==> src/rtl/square_wave_gen.sv <==
// Square-wave tone generator: a prescaled tick counter toggles the output every
// `note` ticks; a zero note or deasserted enable mutes, a new note restarts cleanly.
module square_wave_gen #(
    parameter int unsigned PRESCALE = 4
) (
    input  logic       i_clk,
    input  logic       i_rst,
    input  logic       i_en,
    input  logic [7:0] i_note,
    output logic       o_wave,
    output logic       o_active,
    output logic       o_edge
);

    localparam logic [7:0] PRE_LAST = 8'(PRESCALE - 1);

    logic [7:0] r_note;
    logic [7:0] r_pre;
    logic [7:0] r_cnt;
    logic       r_wave;
    logic       r_active;
    logic       r_edge;

    logic       w_mute;
    logic       w_load;
    logic       w_tick;
    logic       w_half_done;

    assign w_mute      = !i_en || (i_note == 8'd0);
    assign w_load      = (i_note != r_note);
    assign w_tick      = (r_pre == PRE_LAST);
    // r_note is at least 1 whenever this is consumed, so the decrement is safe
    assign w_half_done = (r_cnt == (r_note - 8'd1));

    always_ff @(posedge i_clk) begin
        if (i_rst || w_mute) begin
            r_note   <= 8'd0;
            r_pre    <= 8'd0;
            r_cnt    <= 8'd0;
            r_wave   <= 1'b0;
            r_active <= 1'b0;
            r_edge   <= 1'b0;
        end else if (w_load) begin
            // Output level is held across a note change to avoid a glitch
            r_note   <= i_note;
            r_pre    <= 8'd0;
            r_cnt    <= 8'd0;
            r_active <= 1'b1;
            r_edge   <= 1'b0;
        end else begin
            r_pre  <= w_tick ? 8'd0 : r_pre + 8'd1;
            r_edge <= 1'b0;
            if (w_tick) begin
                if (w_half_done) begin
                    r_cnt  <= 8'd0;
                    r_wave <= ~r_wave;
                    r_edge <= 1'b1;
                end else begin
                    r_cnt  <= r_cnt + 8'd1;
                end
            end
        end
    end

    assign o_wave   = r_wave;
    assign o_active = r_active;
    assign o_edge   = r_edge;

endmodule

==> config.mk <==
export PLATFORM = sky130hd
export DESIGN_NAME = square_wave_gen
export DESIGN_NICKNAME = d
export VERILOG_FILES = /design/src/rtl/square_wave_gen.sv
export SDC_FILE = /design/constraint.sdc
export NUM_CORES = 1
export LEC_CHECK = 0
export CAP_MARGIN = 20
export CORE_ASPECT_RATIO = 1.75
export CORE_MARGIN = 2
export CORE_UTILIZATION = 40
export CTS_CLUSTER_DIAMETER = 100
export DETAILED_ROUTE_END_ITERATION = 6
export GPL_TIMING_DRIVEN = 0
export PLACE_DENSITY = 0.64
export RECOVER_POWER = 50
export SLEW_MARGIN = 10
export SYNTH_ARGS = -nofsm -noshare
export SYNTH_HDL_FRONTEND = slang
export SYNTH_SLANG_ARGS = --single-unit
==> constraint.sdc <==
create_clock -name i_clk -period 2.8 [get_ports i_clk]
set_clock_uncertainty 0.05 [all_clocks]
set_input_delay 0.56 -clock i_clk [delete_from_list [all_inputs] [get_ports i_clk]]
set_output_delay 0.56 -clock i_clk [all_outputs]
set_load 0.1 [all_outputs]
==> reports/qor.log <==
qor: pwr.total_power 676 µW
qor: yosys.synth_fp_nets 167
qor: clock_tree.clock_insertion_delay_worst_skew 0.26 ns
qor: global_routing.global_route.usage.total 16.2%
qor: die.coreArea 0.00318 mm²
qor: sta.period_share 90.6%
qor: clock_tree.clkSlewWorstSetupHoldPaths 0.09 ns
qor: yosys.synth-edff-count 0
qor: yosys.synth_seq_area_share 40.1%
qor: final_layout.seq_area 541 µm²
qor: sta.rsz0062_at_grt no
qor: final_layout.fin_nets 185
qor: pwr.cell_area_power_density 429 mW/mm²
qor: die.floorplan.rows 27
qor: final_layout.fraction_of_final_layout_cells_with_drive_strength_greater_than_1 5.88%
qor: sta.max_freq 0.394 GHz
qor: routing.avgViaCountPerCell 4.94
qor: critical_path.critPathCaptureType register
qor: clock_tree.cts_htree_levels 1
qor: global_routing.grt_pass1_vias 1051
qor: critical_path.critPathArrivalTime 2.63 ns
qor: yosys.ys_seq_elements 27
qor: yosys.netlist_instances 153
qor: final_layout.final_design_area_no_fill 0.00158 mm²
qor: critical_path.criticalPathCategory reg2reg
qor: clock_tree.cts.repair_timing.setup_buffer_count 0
qor: die.initial_core_util 42.5%
qor: die.fp.dieArea 0.00387 mm²
qor: clock_tree.postCtsResizedCells 0
qor: yosys.number_of_different_library_cells_in_the_post_synthesis_netlist 33
qor: critical_path.startpoint_type register
qor: sta.worst_slack 0.263 ns
qor: final_layout.leading_cell_types_in_the_layout_fill_and_taps_excluded sky130_fd_sc_hd__dfxtp_1, sky130_fd_sc_hd__nor2_1, sky130_fd_sc_hd__xor2_1
qor: place.detailedPlace.worstSlack 0.203 ns
qor: yosys.ys.warnings.count 0
qor: routing.drt_pass1_iterations 3
qor: run.max-cap-violations 0
qor: critical_path.crit_required 2.89 ns
qor: clock_tree.cts_hold_buffers 0
qor: yosys.syn-mean-instance-area 8.82 µm²
qor: sta.final_hold_viol_count 0
qor: global_routing.globalRoute.totalOverflow 0
qor: sta.setup_tns 0 ns
qor: final_layout.syn2layout_area_growth 17.0%
qor: sta.worst_slew_pin_slew 1.02 ns
qor: routing.drt_wl_total 2580 µm
qor: global_routing.maximum_number_of_pins_on_one_net_before_global_route_repair 15
qor: sta.maxSlewViolCount 0
qor: global_routing.global_route_wire_length_before_repair 4630 µm
qor: clock_tree.cts_made_buffers 3
qor: routing.wl_per_cell 12.1 µm
qor: die.die_w 47.9 µm
qor: clock_tree.cts_root_buffer sky130_fd_sc_hd__clkbuf_8
qor: routing.drt_first_iter_violations 10
qor: clock_tree.cts.path.max_buffers 2
qor: outcome.run_status finished, final reports clean
qor: final_layout.multi_input_comb_area 767 µm²
qor: yosys.async_flop_share 0%
qor: pwr.leakage 0.000567 µW
qor: sta.max-slew-margin-rel 32.0%
qor: routing.drt_drc_violations_left 0
qor: worst_hold_path.min_path_type reg2reg
qor: place.globalplace.congestion 0.902
qor: clock_tree.cts_tree yes
qor: place.dp_hpwl 2080 µm
qor: routing.detail-route-antenna-nets 0
qor: critical_path.crit_path_max_fanout 7
qor: final_layout.final_common_cell sky130_fd_sc_hd__dfxtp_1
qor: die.die_h 80.8 µm
qor: sta.count_of_final_setup_violators 0
qor: die.floorplan.io_pins 14
qor: clock_tree.clock_sinks 27
qor: yosys.synth_flop_cell sky130_fd_sc_hd__dfxtp_1
qor: routing.vias 1053
qor: place.port_buffers 13
qor: pwr.ir_worst_vdd 0.344 mV
qor: yosys.netlist_area 0.00135 mm²
qor: sta.finalWorstPathRequiredPeriod 2.54 ns
qor: global_routing.antenna_found_initial 0
qor: final_layout.antennaDiodeCount 0
qor: final_layout.nFillCells 328
qor: place.post_dp_cell_area 0.00153 mm²
==> worst paths after layout <==
check                           startpoint        to  slack, ns  cells after the start
worst max-delay path             r_note[0]  r_cnt[0]       0.26                      8
worst min-delay path              r_pre[0]  r_pre[0]       0.41                      1
worst max register to register   r_note[0]  r_cnt[0]       0.26                      8
worst min register to register    r_pre[0]  r_pre[0]       0.41                      1
==> stage by stage <==
step                cells  hold WS (ns)  utilization [%]
floorplan             153         0.368                -
global placement      209         0.381             48.3
detailed placement    209         0.394             48.3
CTS                   213         0.416             49.7
global route          213         0.442             49.7
finish                213         0.408             49.7
==> power breakdown <==
group	switching (µW)	internal [µW]
clock	108	102
combinational	33.7	37.0
sequential	6.51	389
==> sequential cells by signal, indices dropped and copies added, names as in the netlist <==
register and cells:
o_edge 1, o_wave 1, r_note 8, r_pre 8, o_active 1, r_cnt 8
==> synthesized netlist by cell type (all sizes together), types with 3 or more instances <==
cell type,count,area (µm²)
a211oi,3,22.5
a21oi,3,15.0
and2,9,56.3
clkbuf,3,11.3
dfxtp,27,541
ha,3,37.5
inv,5,18.8
nand2,9,33.8
nand3,7,35.0
nand4,3,18.8
nor2,21,78.8
nor3,5,25.0
nor4,4,25.0
o31ai,3,22.5
or3,5,33.8
xnor2,10,87.6
xor2,18,158
==> cell type report <==
class	instances	area share, %
inverters	5	1.19
clock buffers	4	2.85
flip-flops and latches	27	34.3
plain buffers	4	1.43
multi-input cells	117	48.6
well taps	43	3.41
repair buffers	13	8.25
==> cell families after synthesis <==
family                     after synthesis  share of synthesized area [%]
AOI/OAI and AO/OA                       16                           8.90
xor gates and xnor gates                28                           18.2
adders and majority gates                3                           2.78
buffers and inverters                    9                           3.06
DFF                                     27                           40.1
and+or+nand+nor                         70                           27.0
==> metal layers <==
| metal | global-route usage [%] | wire length [µm] | share of wire, % |
|---|---|---|---|
| met1 | 17.5 | 1030 | 40 |
| met2 | 29.6 | 1470 | 57 |
| met3 | 2.44 | 38 | 1.5 |
| met4 | 5.68 | 44 | 1.7 |
| met5 | 0 | 0 | 0 |
==> critical path, stage by stage (launching register included) <==
cell and delay [ns]:
sky130_fd_sc_hd__dfxtp_1 0.37, sky130_fd_sc_hd__inv_1 0.08, sky130_fd_sc_hd__ha_1 0.22, sky130_fd_sc_hd__or2b_4 0.29, sky130_fd_sc_hd__or3_2 0.46, sky130_fd_sc_hd__a22oi_2 0.22
sky130_fd_sc_hd__o211ai_2 0.16, sky130_fd_sc_hd__o21bai_1 0.46, sky130_fd_sc_hd__nor2_1 0.10
(Power assumes the default switching activity.)
